File: config.mk
export PLATFORM = sky130hd
export DESIGN_NAME = keypad_scanner_flat
export DESIGN_NICKNAME = d
export VERILOG_FILES = /design/src/rtl/keypad_scanner_pkg.sv /design/src/rtl/keypad_scanner_if.sv /design/src/rtl/keypad_scanner.sv /design/src/flat_wrapper.sv
export SDC_FILE = /design/constraint.sdc
export NUM_CORES = 1
export LEC_CHECK = 0
export CORE_MARGIN = 1
export CORE_UTILIZATION = 40
export DETAILED_ROUTE_END_ITERATION = 8
export PLACE_DENSITY = 0.63
export SLEW_MARGIN = 10
export SYNTH_ARGS = -nofsm -noshare
export SYNTH_HDL_FRONTEND = slang
export SYNTH_SLANG_ARGS = --single-unit
File: constraint.sdc
create_clock -name clk -period 6.1 [get_ports clk]
set_input_delay 0.915 -clock clk [delete_from_list [all_inputs] [get_ports clk]]
set_output_delay 0.915 -clock clk [all_outputs]
set_load 0.005 [all_outputs]
File: src/rtl/keypad_scanner_pkg.sv
// keypad_pkg: shared definitions for the 4x3 keypad scanner.
//   kp_state_t       : scanner FSM states
//   KEY_STAR/KEY_HASH: codes reported for the '*' and '#' keys
//   key_code()       : maps (column index, row index) to the 4-bit key code
package keypad_pkg;

  typedef enum logic [1:0] {
    SCAN     = 2'd0,
    PRESS_DB = 2'd1,
    HELD     = 2'd2,
    REL_DB   = 2'd3
  } kp_state_t;

  localparam logic [3:0] KEY_STAR = 4'hA;
  localparam logic [3:0] KEY_HASH = 4'hB;

  // col: 0..2 for C1..C3, row: 0..3 for R1..R4.
  // Rows 1-3 are the digits row*3+col+1; the bottom row is '*', 0, '#'.
  function automatic logic [3:0] key_code(input logic [1:0] col, input logic [1:0] row);
    logic [3:0] r4;
    logic [3:0] c4;
    r4 = {2'b00, row};
    c4 = {2'b00, col};
    if (row == 2'd3) begin
      case (col)
        2'd0:    key_code = KEY_STAR;
        2'd1:    key_code = 4'h0;
        default: key_code = KEY_HASH;
      endcase
    end else begin
      key_code = (r4 * 4'd3) + c4 + 4'd1;
    end
  endfunction

endpackage

File: src/rtl/keypad_scanner_if.sv
// keypad_scanner_if: pins between the scanner and the keypad matrix.
//   R1..R4 : row returns, active-high, asynchronous to the scanner clock
//   C1..C3 : column drives, active-high, exactly one high
//   Num    : code of the last accepted key
//   Enable : one-cycle strobe marking a newly accepted key
// master = scanner side, slave = keypad / consumer side.
// Handshake: Enable is a single-cycle valid with no ready; Num is valid in
// the cycle Enable is high and holds until the next accepted key.
interface keypad_scanner_if;
  logic       R1;
  logic       R2;
  logic       R3;
  logic       R4;
  logic       C1;
  logic       C2;
  logic       C3;
  logic [3:0] Num;
  logic       Enable;

  modport master (
    input  R1, R2, R3, R4,
    output C1, C2, C3, Num, Enable
  );

  modport slave (
    output R1, R2, R3, R4,
    input  C1, C2, C3, Num, Enable
  );
endinterface

File: src/rtl/keypad_scanner.sv
// keypad_scanner: active scanner for a 4x3 telephone keypad.
// Drives columns one-hot in rotation, synchronizes the row returns,
// debounces a single pressed key, locks onto it until full release and
// reports each accepted press as a key code with a one-cycle strobe.
// Ports:
//   clk       : clock, all logic on the rising edge
//   rst       : synchronous active-high reset
//   kp        : keypad_scanner_if.master (rows in, columns/Num/Enable out)
//   dbg_state : current FSM state (kp_state_t encoding)
// Parameters:
//   SCAN_DIV  : cycles each column is driven (>= 4)
//   DEBOUNCE  : stable cycles required to accept a press or a release (>= 2)
module keypad_scanner
  import keypad_pkg::*;
#(
  parameter int SCAN_DIV = 16,
  parameter int DEBOUNCE = 1024
) (
  input  logic              clk,
  input  logic              rst,
  keypad_scanner_if.master  kp,
  output logic [1:0]        dbg_state
);

  localparam int DW = $clog2(SCAN_DIV);
  localparam int CW = $clog2(DEBOUNCE + 1);
  localparam logic [DW-1:0] DIV_LAST = DW'(SCAN_DIV - 1);
  localparam logic [CW-1:0] DB_LAST  = CW'(DEBOUNCE - 1);

  localparam logic [1:0] ST_SCAN     = SCAN;
  localparam logic [1:0] ST_PRESS_DB = PRESS_DB;
  localparam logic [1:0] ST_HELD     = HELD;
  localparam logic [1:0] ST_REL_DB   = REL_DB;

  logic [3:0]    row_meta;
  logic [3:0]    rowv;
  logic [1:0]    state;
  logic [DW-1:0] div_cnt;
  logic [CW-1:0] db_cnt;
  logic [1:0]    col_idx;
  logic [3:0]    lat_row;
  logic [3:0]    num_q;
  logic          en_q;

  logic          row_valid;
  logic [1:0]    row_idx;
  logic [1:0]    col_next;

  // Two-flop synchronizer for the asynchronous row returns.
  always_ff @(posedge clk) begin
    if (rst) begin
      row_meta <= 4'b0000;
      rowv     <= 4'b0000;
    end else begin
      row_meta <= {kp.R4, kp.R3, kp.R2, kp.R1};
      rowv     <= row_meta;
    end
  end

  always_comb begin
    // Exactly one row bit set; zero or several rows mean no key.
    row_valid = (rowv != 4'b0000) && ((rowv & (rowv - 4'd1)) == 4'b0000);
    col_next  = (col_idx == 2'd2) ? 2'd0 : col_idx + 2'd1;
    row_idx   = 2'd0;
    case (lat_row)
      4'b0010: row_idx = 2'd1;
      4'b0100: row_idx = 2'd2;
      4'b1000: row_idx = 2'd3;
      default: row_idx = 2'd0;
    endcase
  end

  always_ff @(posedge clk) begin
    if (rst) begin
      state   <= ST_SCAN;
      div_cnt <= '0;
      db_cnt  <= '0;
      col_idx <= 2'd0;
      lat_row <= 4'b0000;
      num_q   <= 4'h0;
      en_q    <= 1'b0;
    end else begin
      en_q <= 1'b0;
      case (state)
        ST_SCAN: begin
          // Sample only at slot end: by then the 2-cycle synchronizer
          // latency is covered and rowv reflects the current column.
          if (div_cnt == DIV_LAST) begin
            div_cnt <= '0;
            if (row_valid) begin
              lat_row <= rowv;
              db_cnt  <= '0;
              state   <= ST_PRESS_DB;
            end else begin
              col_idx <= col_next;
            end
          end else begin
            div_cnt <= div_cnt + 1'b1;
          end
        end
        ST_PRESS_DB: begin
          if (rowv != lat_row) begin
            state   <= ST_SCAN;
            col_idx <= col_next;
            div_cnt <= '0;
            db_cnt  <= '0;
          end else if (db_cnt == DB_LAST) begin
            state  <= ST_HELD;
            num_q  <= key_code(col_idx, row_idx);
            en_q   <= 1'b1;
            db_cnt <= '0;
          end else begin
            db_cnt <= db_cnt + 1'b1;
          end
        end
        ST_HELD: begin
          // Extra keys are ignored here; only an all-zero row vector
          // starts the release debounce.
          if (rowv == 4'b0000) begin
            db_cnt <= '0;
            state  <= ST_REL_DB;
          end
        end
        ST_REL_DB: begin
          if (rowv != 4'b0000) begin
            db_cnt <= '0;
            state  <= ST_HELD;
          end else if (db_cnt == DB_LAST) begin
            state   <= ST_SCAN;
            col_idx <= col_next;
            div_cnt <= '0;
            db_cnt  <= '0;
          end else begin
            db_cnt <= db_cnt + 1'b1;
          end
        end
        default: begin
          state   <= ST_SCAN;
          div_cnt <= '0;
          db_cnt  <= '0;
        end
      endcase
    end
  end

  // col_idx only ever holds 0..2, so the drive is always one-hot.
  assign kp.C1     = (col_idx == 2'd0);
  assign kp.C2     = (col_idx == 2'd1);
  assign kp.C3     = (col_idx == 2'd2);
  assign kp.Num    = num_q;
  assign kp.Enable = en_q;
  assign dbg_state = state;

endmodule

File: src/flat_wrapper.sv
// flat-port wrapper written by rule: the top's interface ports become plain ports
module keypad_scanner_flat import keypad_pkg::*;
#(
  parameter int SCAN_DIV = 16,
  parameter int DEBOUNCE = 1024
)
  (clk, rst, dbg_state, kp_R1, kp_R2, kp_R3, kp_R4, kp_C1, kp_C2, kp_C3, kp_Num, kp_Enable);
  keypad_scanner_if kp_i ();
  input  logic clk;
  input  logic rst;
  output logic [1:0] dbg_state;
  input wire logic [$bits(kp_i.R1)-1:0] kp_R1;
  input wire logic [$bits(kp_i.R2)-1:0] kp_R2;
  input wire logic [$bits(kp_i.R3)-1:0] kp_R3;
  input wire logic [$bits(kp_i.R4)-1:0] kp_R4;
  output wire logic [$bits(kp_i.C1)-1:0] kp_C1;
  output wire logic [$bits(kp_i.C2)-1:0] kp_C2;
  output wire logic [$bits(kp_i.C3)-1:0] kp_C3;
  output wire logic [$bits(kp_i.Num)-1:0] kp_Num;
  output wire logic [$bits(kp_i.Enable)-1:0] kp_Enable;
  assign kp_i.R1 = kp_R1;
  assign kp_i.R2 = kp_R2;
  assign kp_i.R3 = kp_R3;
  assign kp_i.R4 = kp_R4;
  assign kp_C1 = kp_i.C1;
  assign kp_C2 = kp_i.C2;
  assign kp_C3 = kp_i.C3;
  assign kp_Num = kp_i.Num;
  assign kp_Enable = kp_i.Enable;
  keypad_scanner #(.SCAN_DIV(SCAN_DIV), .DEBOUNCE(DEBOUNCE)) u_core (.clk(clk), .rst(rst), .kp(kp_i), .dbg_state(dbg_state));
endmodule
==> results.md, run 1 <==
* Ys flop type: dfxtp_1
* # DRC at 3
* Fin crit share at 0.517
* Number of global-route vias before repair at 1,380
* Status: finished with violations
* Max-cap viol count at 0
* N_diodes at 0
* Clock slew at reported path FFs at 0.08 ns
* Tightest Pin Transition at 0.938 ns
* # hold bufs at CTS at 0
* Remaining antenna violation count at 0
* CTS buffer count at 5
* # fillers at 441
* Final Setup Violations at 0
* GRT Total Usage at 0.157
* I/O pins at 16
* Pre-CTS setup slack at 2.66 ns
* Synth top area cells: dfxtp_1, ha_1, a21oi_1, nand2_1, nor2_1
* Largest net degree at the start of global routing at 27
* VDD IR max at 0.000229 V
* Layout Skew at 0.0101 ns
* CP max FO at 26
* Total grt overflow at 0
* Synthesized Nets at 231
* Post-Syn Instances at 217
* Pleak at 0.854 nW
* Clk_lat worst skew at 0.29 ns
* Die height at 71.2 um
* Die area at 5070 um^2
* Worst hold-check path type: reg2reg
* Register area share after synthesis at 0.376
* CP Launch Type: input port
* Mapped Area at 1910 um^2
* First-pass GRT wire length at 6.31 mm
* Placement Rows at 24
* Most common cell in the synthesized netlist: dfxtp_1
* Flip-flop and latch area at 721 um^2
* Drt pass-1 iters at 8
* Seq cells post-synth at 36
* Share of layout cells above drive strength 1 at 0.0779
* Cell taking the most area after synthesis: dfxtp_1
* Post-CTS sizing at 0
* Final Hold Violating Endpoints at 0
* Most frequent cells after synthesis: dfxtp_1, nand2_1, nor2_1
* Distinct cell type count after synthesis at 49
* WP data required at 6.28 ns
* Max-slew headroom at 0.372
* Number of synthesis warnings at 0
* CTS tree: built
* Kind of critical path: in2reg
* Routability cong. at 0.769
* Final core occ at 0.490
* IO Port Bufs at 15
* Pwr/cell area at 220 nW/um^2
* Starting Density at 0.428
* Min cycle time layout at 3.16 ns
* Routed WL at 3.68 mm
* Total negative slack at 0 ns
* DR iter-0 viols at 89
* Core area at 4470 um^2
* Vias at 1,533
* Final setup margin at 2.94 ns
* Avg Inst Size Synth at 8.82 um^2
* Max frequency at 317 MHz
* CP arrival at 3.34 ns
* Initial antenna violation count at 0
* DR vias/cell at 5.42
* RSZ-0062 raised after global routing: false
* Crit end category: flop
* Clk sinks at 36
* Longest Clk Path Bufs at 2
* Synth top area share at 0.376
* Drt wl/cell at 13.0 um
* DP HPWL at 2.61 mm
* Die width at 71.2 um
* Async set-reset flop share out of synthesis at 0
* Clk Tree Root Cell: clkbuf_8
* Failing checks: DRC
* Multi-input logic area at 1110 um^2
* Final Max Slew Viols at 0
* Post-CTS setup repair buffer count at 0
* Area grow syn2layout at 14.5%
* Number of synthesized flops with an enable pin at 0
* Htree depth at 2
* Nets@finish at 244
-- where the power goes --
group,switching [mW],internal [mW],leakage [nW]
Clock,0.0921,0.123,0.0548
Combinational,0.0120,0.0109,0.507
Sequential,0.00442,0.239,0.292
-- registers in the layout (all words and copies together), names as in the netlist --
| name | cells |
|---|---|
| u_core.kp.Enable | 1 |
| u_core.div_cnt | 4 |
| u_core.lat_row | 4 |
| u_core.rowv | 4 |
| u_core.col_idx | 2 |
| u_core.dbg_state | 2 |
| u_core.kp.Num | 4 |
| u_core.row_meta | 4 |
| u_core.db_cnt | 11 |
-- cell families after synthesis --
kind of cell,after synthesis,synth area share
xor gates and xnor gates,8,0.0366
AOI/OAI and AO/OA,48,0.175
buffers and inverters,16,0.0412
adders and majority gates,8,0.0601
and+or+nand+nor,95,0.278
DFF,36,0.376
muxes,6,0.0320
-- metrics by stage --
| stage | hold slack (ns) | total power [mW] | cells | area, um^2 |
|---|---|---|---|---|
| 2_1_floorplan | 0.414 | 0.266 | 217 | 1910 |
| 3_3_place_gp | 0.418 | 0.271 | 275 | 2080 |
| 3_5_place_dp | 0.427 | 0.272 | 275 | 2080 |
| 4_1_cts | 0.447 | 0.487 | 283 | 2190 |
| 5_1_grt | 0.472 | 0.500 | 283 | 2190 |
| 6_report | 0.444 | 0.481 | 283 | 2190 |
-- area by class of cell --
class | instances | share of cell area
multi-input combinational | 165 | 0.509
sequential | 36 | 0.329
timing repair buffer | 15 | 0.0685
clock buffer | 5 | 0.0314
tap | 52 | 0.0297
clock inverter | 3 | 0.0211
inverter | 7 | 0.0120
-- critical path, stage by stage --
cell             delay [ns]
clkdlybuf4s50_1        1.08
nand2b_1               0.26
nor3_1                 0.07
a2bb2oi_2              0.57
nor3_1                 0.14
a211o_1                0.28
-- cell usage in the layout (no fill, tap or decap), types with 7 or more instances in the layout --
cell type        instances
a211o_1                  7
inv_1                    7
a21oi_1                 14
nor2b_1                 10
nor2_1                  18
nor3_1                  10
nand2_1                 18
clkdlybuf4s50_1         15
dfxtp_1                 36
o21ai_0                  7
-- per-layer routing --
| layer | track usage | vias up | part of all wire |
|---|---|---|---|
| met4 | 0.0467 | 0 | 0.012 |
| met2 | 0.247 | 22 | 0.44 |
| li1 | - | 802 | - |
| met5 | 0 | - | 0 |
| met3 | 0.0385 | 5 | 0.029 |
| met1 | 0.213 | 704 | 0.52 |
-- path summary, 6_finish.rpt --
check                     startpoint                to  slack (ns)  cells after the start
setup / recovery                 rst  u_core.db_cnt[5]        2.94                      6
hold / removal    u_core.row_meta[0]    u_core.rowv[0]        0.44                      1
setup reg to reg   u_core.lat_row[3]  u_core.kp.Num[2]        3.43                      9
hold reg to reg   u_core.row_meta[0]    u_core.rowv[0]        0.44                      1
Power figures use the tool's default switching activity.
==> inputs of run 2 (changes only) <==
==> constraint.sdc (replaced) <==
create_clock -name clk -period 3.06 [get_ports clk]
set_input_delay 0.459 -clock clk [delete_from_list [all_inputs] [get_ports clk]]
set_output_delay 0.459 -clock clk [all_outputs]
set_load 0.005 [all_outputs]
==> results.md, run 2 (same netlist as run 1, synthesis figures left out) <==
* Max-slew headroom at 0.563 (was 0.372)
* Final Setup Violations at 0 (unchanged)
* Share of layout cells above drive strength 1 at 0.0776 (was 0.0779)
* Max frequency at 401 MHz
* Longest Clk Path Bufs at 2 (unchanged)
* Final Max Slew Viols at 0 (unchanged)
* Max-cap viol count at 0 (unchanged)
* Pwr/cell area at 431 nW/um^2 (was 220 nW/um^2)
* Remaining antenna violation count at 0 (unchanged)
* Final Hold Violating Endpoints at 0 (unchanged)
* Initial antenna violation count at 0 (unchanged)
* WP data required at 3.29 ns (was 6.28 ns)
* I/O pins at 16 (unchanged)
* Placed Cells at 276 (was 275)
* Placement Rows at 24 (unchanged)
* Post-CTS setup repair buffer count at 0 (unchanged)
* Area after DPL at 2080 um^2 (about the same)
* Status: finished with violations (unchanged)
* Clk_lat worst skew at 0.29 ns (about the same)
* Clk Tree Root Cell: clkbuf_8 (unchanged)
* Max FFs per register at 11 (unchanged)
* Most frequent cells in the layout: dfxtp_1, nor2_1, nand2_1 (unchanged)
* Number of global-route vias before repair at 1,396 (was 1,380)
* Clock slew at reported path FFs at 0.07 ns (was 0.08 ns)
* Total negative slack at 0 ns (unchanged)
* Multi-input logic area at 1110 um^2 (unchanged)
* Fin crit share at 0.815
* Min cycle time layout at 2.50 ns
* CP arrival at 2.72 ns (was 3.34 ns)
* Vias at 1,565 (was 1,533)
* Routed WL at 3.76 mm (was 3.68 mm)
* # hold bufs at CTS at 0 (unchanged)
* Drt pass-1 iters at 8 (unchanged)
* CTS tree: built (unchanged)
* Layout Skew at 0.00972 ns (was 0.0101 ns)
* Total power at 0.944 mW (was 0.481 mW)
* GRT Total Usage at 0.166 (was 0.157)
* Die width at 71.2 um (unchanged)
* Largest net degree at the start of global routing at 26 (was 27)
* Hold path depth at 1 (unchanged)
* DP HPWL at 2.66 mm (was 2.61 mm)
* Drt wl/cell at 13.2 um (was 13.0 um)
* CP Launch Type: flop (was input port)
* DR vias/cell at 5.51 (was 5.42)
* RSZ-0062 raised after global routing: false (unchanged)
* Most common cell after layout, fill and taps aside: dfxtp_1 (unchanged)
* Core area at 4470 um^2 (unchanged)
* N_diodes at 0 (unchanged)
* Tightest Pin Transition at 0.654 ns (was 0.938 ns)
* Non-filler cells, final at 284 (was 283)
* Crit end category: flop (unchanged)
* Flip-flop and latch area at 721 um^2 (unchanged)
* Post-CTS sizing at 0 (unchanged)
* Worst hold-check path type: reg2reg (unchanged)
* Cells on worst reg2reg path at 9 (unchanged)
* Min Hold Slack at 0.441 ns (was 0.444 ns)
* Total grt overflow at 0 (unchanged)
* Failing checks: DRC (unchanged)
* Post-route cell area at 2190 um^2 (unchanged)
* Area grow syn2layout at 14.5% (unchanged)
* CTS buffer count at 5 (unchanged)
* IO Port Bufs at 15 (unchanged)
* # DRC at 3 (unchanged)
* Starting Density at 0.428 (unchanged)
* Die area at 5070 um^2 (unchanged)
* CP max FO at 4 (was 26)
* First-pass GRT wire length at 6.54 mm (was 6.31 mm)
* DR iter-0 viols at 69 (was 89)
* Routability cong. at 0.778 (was 0.769)
* Pleak at 0.859 nW (was 0.854 nW)
* Nets@finish at 245 (was 244)
* # fillers at 436 (was 441)
* Kind of critical path: reg2reg (was in2reg)
* Most flops, register: u_core.db_cnt (unchanged)
* Die height at 71.2 um (unchanged)
* VDD IR max at 0.000266 V (was 0.000229 V)
* Htree depth at 2 (unchanged)
* Clk sinks at 36 (unchanged)
## run 2: cell count changes in the layout (fill, tap and decap cells not counted)
cell | before | now
buf_4 | 0 | 1
clkbuf_1 | 0 | 1
clkinv_2 | 0 | 1
clkinvlp_4 | 1 | 0
inv_6 | 1 | 0
## run 2: path summary, 6_finish.rpt
path	from	to	slack, ns
max	u_core.lat_row[3]	u_core.kp.Num[2]	0.56
min	u_core.row_meta[0]	u_core.rowv[0]	0.44
max reg2reg	u_core.lat_row[3]	u_core.kp.Num[2]	0.56
min reg2reg	u_core.row_meta[0]	u_core.rowv[0]	0.44
## run 2: cell type report
type	instances	area share
clock buffer	6	0.0331
inverter	7	0.0120
clock inverter	2	0.0160
multi-input combinational	165	0.509
tap	52	0.0297
sequential	36	0.329
timing repair buffer	16	0.0719
## run 2: routing by layer
layer	share of wire	wire length, um	GRT usage
met5	0	0	0
met4	0.019	73	0.0800
met3	0.035	133	0.0456
met2	0.45	1690	0.249
met1	0.50	1860	0.220
## run 2: power breakdown
group	switching, mW	total, mW	internal [mW]
clock network	0.171	0.413	0.242
logic	0.0238	0.0461	0.0223
registers	0.00872	0.485	0.477
## run 2: per-stage QoR
step | setup WS (ns) | util
CTS | 0.570 | 0.490
finish | 0.565 | 0.490
detailed placement | 0.592 | 0.466
global route | 0.423 | 0.490
floorplan | 0.700 | -
global placement | 0.649 | 0.466
## run 2: worst max-delay path: stages, from the launching register on
cell	delay, ns
dfxtp_1	0.41
xnor2_1	0.09
nor3_1	0.31
inv_1	0.10
fa_1	0.49
inv_1	0.06
fa_1	0.40
xnor2_1	0.13
or3_1	0.30
a21oi_1	0.13
